## config.mk

```make
export PLATFORM = sky130hd
export DESIGN_NAME = fifo_wr_arbiter
export DESIGN_NICKNAME = d
export VERILOG_FILES = /design/src/rtl/fifo_wr_arbiter.sv
export SDC_FILE = /design/constraint.sdc
export NUM_CORES = 1
export LEC_CHECK = 0
export ABC_AREA = 1
export CORE_MARGIN = 4
export CORE_UTILIZATION = 40
export DETAILED_ROUTE_END_ITERATION = 16
export HOLD_SLACK_MARGIN = 0.03
export MAX_ROUTING_LAYER = met4
export PLACE_DENSITY_LB_ADDON = 0.1
export SETUP_SLACK_MARGIN = 0.3
export SYNTH_ARGS = -nofsm -noshare
export SYNTH_HDL_FRONTEND = slang
export SYNTH_SLANG_ARGS = --single-unit
export TNS_END_PERCENT = 50
```

## constraint.sdc

```tcl
create_clock -name CLK -period 2.8 [get_ports CLK]
set_input_delay 0.56 -clock CLK [delete_from_list [all_inputs] [get_ports CLK]]
set_output_delay 0.56 -clock CLK [all_outputs]
set_load 0.01 [all_outputs]
```

## src/rtl/fifo_wr_arbiter.sv

```systemverilog
// Round-robin arbiter funnelling N_REQ bursty write requesters into one FIFO write port.
// One owner at a time; a grant ends on LAST or after MAX_BURST beats, with one idle cycle between grants.
module fifo_wr_arbiter #(
  parameter int length    = 16,
  parameter int N_REQ     = 4,
  parameter int MAX_BURST = 8
) (
  input  logic                      CLK,
  input  logic                      RESET,
  input  logic [N_REQ-1:0]          VALID,
  input  logic [N_REQ*length-1:0]   DATA,
  input  logic [N_REQ-1:0]          LAST,
  output logic [N_REQ-1:0]          READY,
  input  logic                      FIFO_FULL,
  output logic                      FIFO_WR,
  output logic [length-1:0]         FIFO_DATA,
  output logic [N_REQ-1:0]          GRANT,
  output logic [7:0]                BEAT_CNT
);

  localparam int IW = $clog2(N_REQ);

  localparam logic [0:0] ST_ARB  = 1'b0;
  localparam logic [0:0] ST_XFER = 1'b1;

  // Handshake: a beat moves on a rising edge where the owner has VALID high and READY is high;
  // READY is only ever high for the owner and only while the FIFO is not full.

  logic [0:0]       r_state;
  logic [IW-1:0]    r_owner;
  logic [IW-1:0]    r_last_owner;
  logic [N_REQ-1:0] r_grant;
  logic [7:0]       r_beat_cnt;

  logic             w_found;
  logic [IW-1:0]    w_pick;
  int               w_idx;
  logic             w_xfer;
  logic             w_beat;
  logic             w_at_max;
  logic             w_release;

  // Round-robin search starting just after the previous owner.
  always_comb begin
    w_found = 1'b0;
    w_pick  = '0;
    w_idx   = 0;
    for (int k = 0; k < N_REQ; k++) begin
      w_idx = int'(r_last_owner) + 1 + k;
      if (w_idx >= N_REQ) w_idx = w_idx - N_REQ;
      if (!w_found && VALID[w_idx[IW-1:0]]) begin
        w_found = 1'b1;
        w_pick  = w_idx[IW-1:0];
      end
    end
  end

  // Outputs are gated by RESET so an abandoned burst cannot write during the reset cycle.
  assign w_xfer    = (r_state == ST_XFER) && !RESET;
  assign w_beat    = w_xfer && VALID[r_owner] && !FIFO_FULL;
  assign w_at_max  = (({1'b0, r_beat_cnt} + 9'd1) == 9'(MAX_BURST));
  assign w_release = w_beat && (LAST[r_owner] || w_at_max);

  assign READY     = r_grant & {N_REQ{w_xfer && !FIFO_FULL}};
  assign FIFO_WR   = w_beat;
  assign FIFO_DATA = DATA[r_owner*length +: length];
  assign GRANT     = r_grant;
  assign BEAT_CNT  = r_beat_cnt;

  always_ff @(posedge CLK) begin
    if (RESET) begin
      r_state      <= ST_ARB;
      r_owner      <= '0;
      r_grant      <= '0;
      r_beat_cnt   <= '0;
      r_last_owner <= IW'(N_REQ - 1);
    end else begin
      case (r_state)
        ST_ARB: begin
          if (w_found) begin
            r_state    <= ST_XFER;
            r_owner    <= w_pick;
            r_grant    <= {{(N_REQ-1){1'b0}}, 1'b1} << w_pick;
            r_beat_cnt <= '0;
          end
        end
        default: begin
          if (w_release) begin
            r_state      <= ST_ARB;
            r_grant      <= '0;
            r_beat_cnt   <= '0;
            r_last_owner <= r_owner;
          end else if (w_beat) begin
            r_beat_cnt <= r_beat_cnt + 8'd1;
          end
        end
      endcase
    end
  end

endmodule

```

=== Yosys cells after proc, flatten, opt, wreduce, memory -nomap -nowiden ===
Index checks and enable logic that the tools add are counted.

* Add/sub/neg operators: 10
* Multipliers: 0
* Div/mod/pow operators: 0
* Order comparisons: 9
* Equality and inequality tests: 3
* Shift-type cells: 2
* Multiplexer cells: 34
* Bitwise gates (word level): 2
* Reductions and logical operators: 19

{| class="wikitable"
|+ Operators with widths
! operator !! count
|-
| 64-bit by 7-bit indexed part select with 16-bit output || 1
|-
| 8-bit 2-to-1 mux || 4
|-
| 2-bit 2-to-1 mux || 8
|-
| 2-bit by 3-bit < comparator with 1-bit output (second input constant) || 5
|-
| 1-bit 2-to-1 mux || 13
|-
| 1-bit binary-select mux with 2-bit select || 6
|-
| 4-bit by 3-bit >= comparator with 1-bit output (second input constant) || 3
|-
| 4-bit 2-to-1 mux || 3
|-
| 8-bit by 1-bit adder with 9-bit output (second input constant) || 1
|-
| 9-bit by 4-bit == test with 1-bit output (second input constant) || 1
|-
| 3-bit by 2-bit adder with 4-bit output (second input constant) || 2
|-
| 8-bit by 1-bit adder with 8-bit output (second input constant) || 1
|-
| 1-bit logical AND || 8
|-
| 2-bit AND reduction || 4
|-
| 2-bit by 1-bit subtractor with 2-bit output (second input constant) || 4
|-
| 1-bit logical NOT || 5
|-
| 3-bit by 1-bit adder with 4-bit output (second input constant) || 1
|-
| 4-bit bitwise AND || 1
|-
| 1-bit by 2-bit << shifter with 4-bit output (first input constant) || 1
|-
| 2-bit by 1-bit adder with 3-bit output (second input constant) || 1
|-
| 3-bit >= comparator (second input constant) || 1
|-
| 3-bit by 1-bit != test with 1-bit output (second input constant) || 1
|-
| 2-bit by 1-bit != test with 1-bit output (second input constant) || 1
|-
| 2-bit nonzero test || 1
|-
| 2 further kinds || 2
|}

* Register bits: 17
* Bits in latches: 0
* Memory bits (writable): 0
* ROM bits: 0
* Output and inout bits: 33
* Logic and storage cells: 84
* Memories: 0

=== Depth between registers and ports, before layout ===
* Word-level depth: 18
* Depth in mapped cells: 13
* Depth with buffers taken out: 13

=== Least setup slack after synthesis ===
Ideal clock, no wire load.

* Path type: register -> output
* From: register r_owner[1]
* To: output port FIFO_DATA[10]
* Data arrival time: 1.151 ns
* Path slack: 1.089 ns
* Stages on the path, launching flop included: 7
* Path buffers: 3
* Path through: dfxtp_1 -> buf_4 -> inv_2 -> buf_2 -> clkbuf_1 -> o21ai_0 -> o22ai_1

* Cells in the longest elaborated chain, start to end: 1

{| class="wikitable"
|+ RTL lines
! what !! RTL line !! text
|-
| start, declared || 30 || <nowiki>logic [IW-1:0] r_owner;</nowiki>
|-
| start signal, assigned || 82 || <nowiki>r_owner <= w_pick;</nowiki>
|-
| 64-bit by 7-bit indexed part select with 16-bit output || 66 || <nowiki>assign FIFO_DATA = DATA[r_owner*length +: length];</nowiki>
|-
| end, declared || 16 || <nowiki>output logic [length-1:0] FIFO_DATA,</nowiki>
|}

No other way between the ends.

=== Final worst setup path ===
* From: input port VALID[1]
* To: output port FIFO_WR

* Cells in the longest elaborated chain, start to end: 4

{| class="wikitable"
|+ RTL lines
! what !! RTL line !! text
|-
| start, declared || 10 || <nowiki>input logic [N_REQ-1:0] VALID,</nowiki>
|-
| 1-bit binary-select mux with 2-bit select || 60 || <nowiki>assign w_beat = w_xfer && VALID[r_owner] && !FIFO_FULL;</nowiki>
|-
| 1-bit 2-to-1 mux (not written as such) || 60 ||
|-
| 1-bit logical AND (2 in series) || 60 ||
|-
| end, declared || 15 || <nowiki>output logic FIFO_WR,</nowiki>
|}

No other way between the ends. The select of a mux whose other input is x is not followed.

==> implementation parameters <==
Parameter                              Value

Run status
  Run status    complete, no violations

Route
  Antenna viol nets, final    0
  Average wire per cell in the routed design    13.2 um
  1st-pass router iterations    4
  Total length of routed wires    5.79 mm
  Vias per inst    4.97
  DRT iter0 DRCs    101
  Remaining design rule violation count    0
  Via count    2179

Clocking
  Total clock buffers created by CTS    3
  Clock slew at reported path FFs    0.07 ns
  H-tree depth reported by CTS    1
  Insertion delay to the later sink of the worst-skew pair    0.25 ns
  CTS Sinks    17
  Post-CTS repair timing setup buffer count    0
  Maximum clock insertion buffer count    2
  TritonCTS clock tree    built
  Hold bufs inserted after CTS    0
  Master cell of the clock root buffer    clkbuf_8

Power and ir drop
  Relative contribution of the clock network to total power    0.197
  Share of power burned in registers    0.294
  Worst IR Drop VDD    0.184 mV
  Post-layout total power    0.941 mW
  Cell internal power dissipation    0.614 mW
  Psw    0.327 mW
  Switch share    0.347
  Cell Pwr Density    330 mW/mm2
  Leakage dissipation    1.20 nW
  Proportion of power drawn by combinational gates    0.509

Floorplan
  Die Span X    72.8 um
  Die area    0.00531 mm2
  Die Y    72.8 um
  Cell Rows    23
  Initial core utilization    0.417
  Boundary pin count    108
  Floorplan Core Area    0.00403 mm2

Synthesis
  Flip-flop and latch count after synthesis    17
  Net count after synthesis    363
  Number of flops mapped to enable cells by yosys    0
  Fraction of registers with async set or reset after synthesis    0
  Netlist Area Pre-Place    0.00168 mm2
  Per-instance average area after synthesis    5.88 um2
  Post-synthesis instance total    286
  Cells taking the most area after synthesis    dfxtp_1, nand2_1, o21ai_0, nor2_1, o22ai_1
  Cell variety after synth    32
  Top cell types by occurrence after synthesis    nand2_1, nor2_1, o21ai_0
  Flip-flop cell with the highest count after synthesis    dfxtp_1
  Proportion of synthesized chip area in sequential cells    0.202
  Synth warn    0
  Most area-hungry cell type in the Yosys netlist    dfxtp_1
  Top-count cell post-synth    nand2_1
  Area share of the largest cell type after synthesis    0.202

Placement
  Routability-driven placement congestion ratio    0.862
  Post-DP Area    0.00278 mm2
  Count of port buffers added during placement    107
  Number of cells in the design after placement    434
  Worst slack at placement    0.0953 ns
  HPWL Detailed    4.50 mm

STA
  RSZ-0062 raised after global routing    no
  Final total negative setup slack    0 ns
  Slew of the pin with the lowest slew margin    0.385 ns
  Slew headroom    0.743
  Maximum frequency from static timing analysis    415 MHz
  Ratio of final minimum period to clock period    0.860
  Final worst clock skew    0.00297 ns
  Min cycle time layout    2.41 ns
  Worst hold-check slack    0.471 ns
  Number of pins with negative max-slew slack in the final report    0
  Post-route setup slack    0.392 ns
  Count of final setup violators    0
  Final count of hold timing violations    0

Critical path
  Worst Setup Path Type    input pin to output pin
  Sort of element at the end of the critical path    output pin
  Sum of buffers and inverters on the critical path    3
  Origin of the critical flop-to-flop path    r_last_owner[0]
  Type of element launching the critical path    input pin
  Crit-path cells    clkdlybuf4s50_1, inv_1, a21oi_1, o21ai_1, a21oi_4, dlygate4sd2_1
  Cell at the slowest stage of the critical path    clkdlybuf4s50_1
  Critical path arrival    1.85 ns
  Max incr delay on CP    0.48 ns
  Family with the most delay on the worst path    buffers and inverters
  Largest fanout on the critical path    3
  CP Launch Point    VALID[1]
  Req. time, crit path    2.24 ns

Global routing
  Wire length of the first global-routing pass    9.20 mm
  Total global routing track utilization    0.223
  Remaining global-route overflow    0
  Antenna violations before repair    0
  Maximum number of pins on one net before global-route repair    36
  Number of global-route vias before repair    1986

Run
  Max-cap viol count    0

Final layout
  Layout area overhead    69.3%
  Fraction of layout instances using a drive strength above 1    0.116
  Post-route non-filler standard cell count    438
  Post-layout nets    466
  Core Util, Final    0.707
  Final antenna diode count    0
  Total non-filler cell area in the finished layout    0.00285 mm2

Worst hold path
  Worst hold path type    register to register
  Worst hold path startpoint    r_state
path summary, 6_finish.rpt:
kind,to,slack [ns],cells past startpoint
worst min register to register,r_state,0.47,2
worst min-delay path,r_state,0.47,2
worst max-delay path,FIFO_WR,0.39,6
worst max register to register,BEAT_CNT[0],0.97,11
cell families (layout without fill, tap and decap cells):
logic type / after synthesis / count (layout) / synth area share
flip-flops: 17 / 17 / 0.202
AO/OA/AOI/OAI: 79 / 79 / 0.277
AND/OR/NAND/NOR: 145 / 145 / 0.385
XOR/XNOR: 3 / 3 / 0.0156
buffers and inverters: 40 / 142 / 0.105
adder cells (fa/ha/maj): 2 / 2 / 0.0149
registers in the layout, indices dropped and copies added, names as in the netlist:
signal / cells
r_last_owner: 2
BEAT_CNT: 8
r_state: 1
r_owner: 2
GRANT: 4
cells in the final DEF (no fill, tap or decap), types with 3 or more instances in the layout:
| cell type | instances |
|---|---|
| nand3_1 | 17 |
| buf_4 | 3 |
| clkdlybuf4s50_1 | 102 |
| nand2_2 | 11 |
| a21oi_2 | 6 |
| nor2_1 | 48 |
| inv_2 | 6 |
| inv_1 | 19 |
| nand2_4 | 3 |
| o22ai_1 | 16 |
| dfxtp_1 | 16 |
| o21ai_0 | 37 |
| clkbuf_8 | 3 |
| nand2_1 | 58 |
| dlymetal6s2s_1 | 3 |
| a21oi_1 | 12 |
power by group through the flow:
| stage | logic (mW) | registers, mW | clock network [mW] |
|---|---|---|---|
| detailed placement | 0.475 | 0.281 | 0 |
| global placement | 0.470 | 0.281 | 0 |
| global route | 0.523 | 0.280 | 0.198 |
| finish | 0.479 | 0.276 | 0.186 |
| CTS | 0.478 | 0.275 | 0.191 |
| floorplan | 0.230 | 0.277 | 0 |
per-layer routing:
metal | routed length, um | GRT usage
met4 | 59 | 0.0410
met5 | 0 | -
met2 | 3090 | 0.402
met1 | 2430 | 0.266
met3 | 204 | 0.0275
worst reg2reg max path, stage by stage, from the launching register on:
cell and delay (ns):
dfxtp_1 0.56, inv_2 0.16, nand2_1 0.13, nand3_1 0.11, o21ai_0 0.12, inv_1 0.08, nand3_2 0.10, nand2_4 0.10
nand2_4 0.11, clkinv_4 0.09, o21ai_2 0.13, a21oi_2 0.04
what timing repair did:
item,4_1_cts,5_1_grt
resized for setup,4,8
setup endpoints to repair,5,20
pin swaps,0,1
cell type report:
type	instances	area, um2
timing repair buffer	112	1120
inverter	26	103
clock inverter	1	5.00
multi-input combinational	229	1170
tap	50	62.6
clock buffer	3	41.3
fill	366	1180
sequential	17	342
No activity file was read; power rests on OpenSTA's default activity.
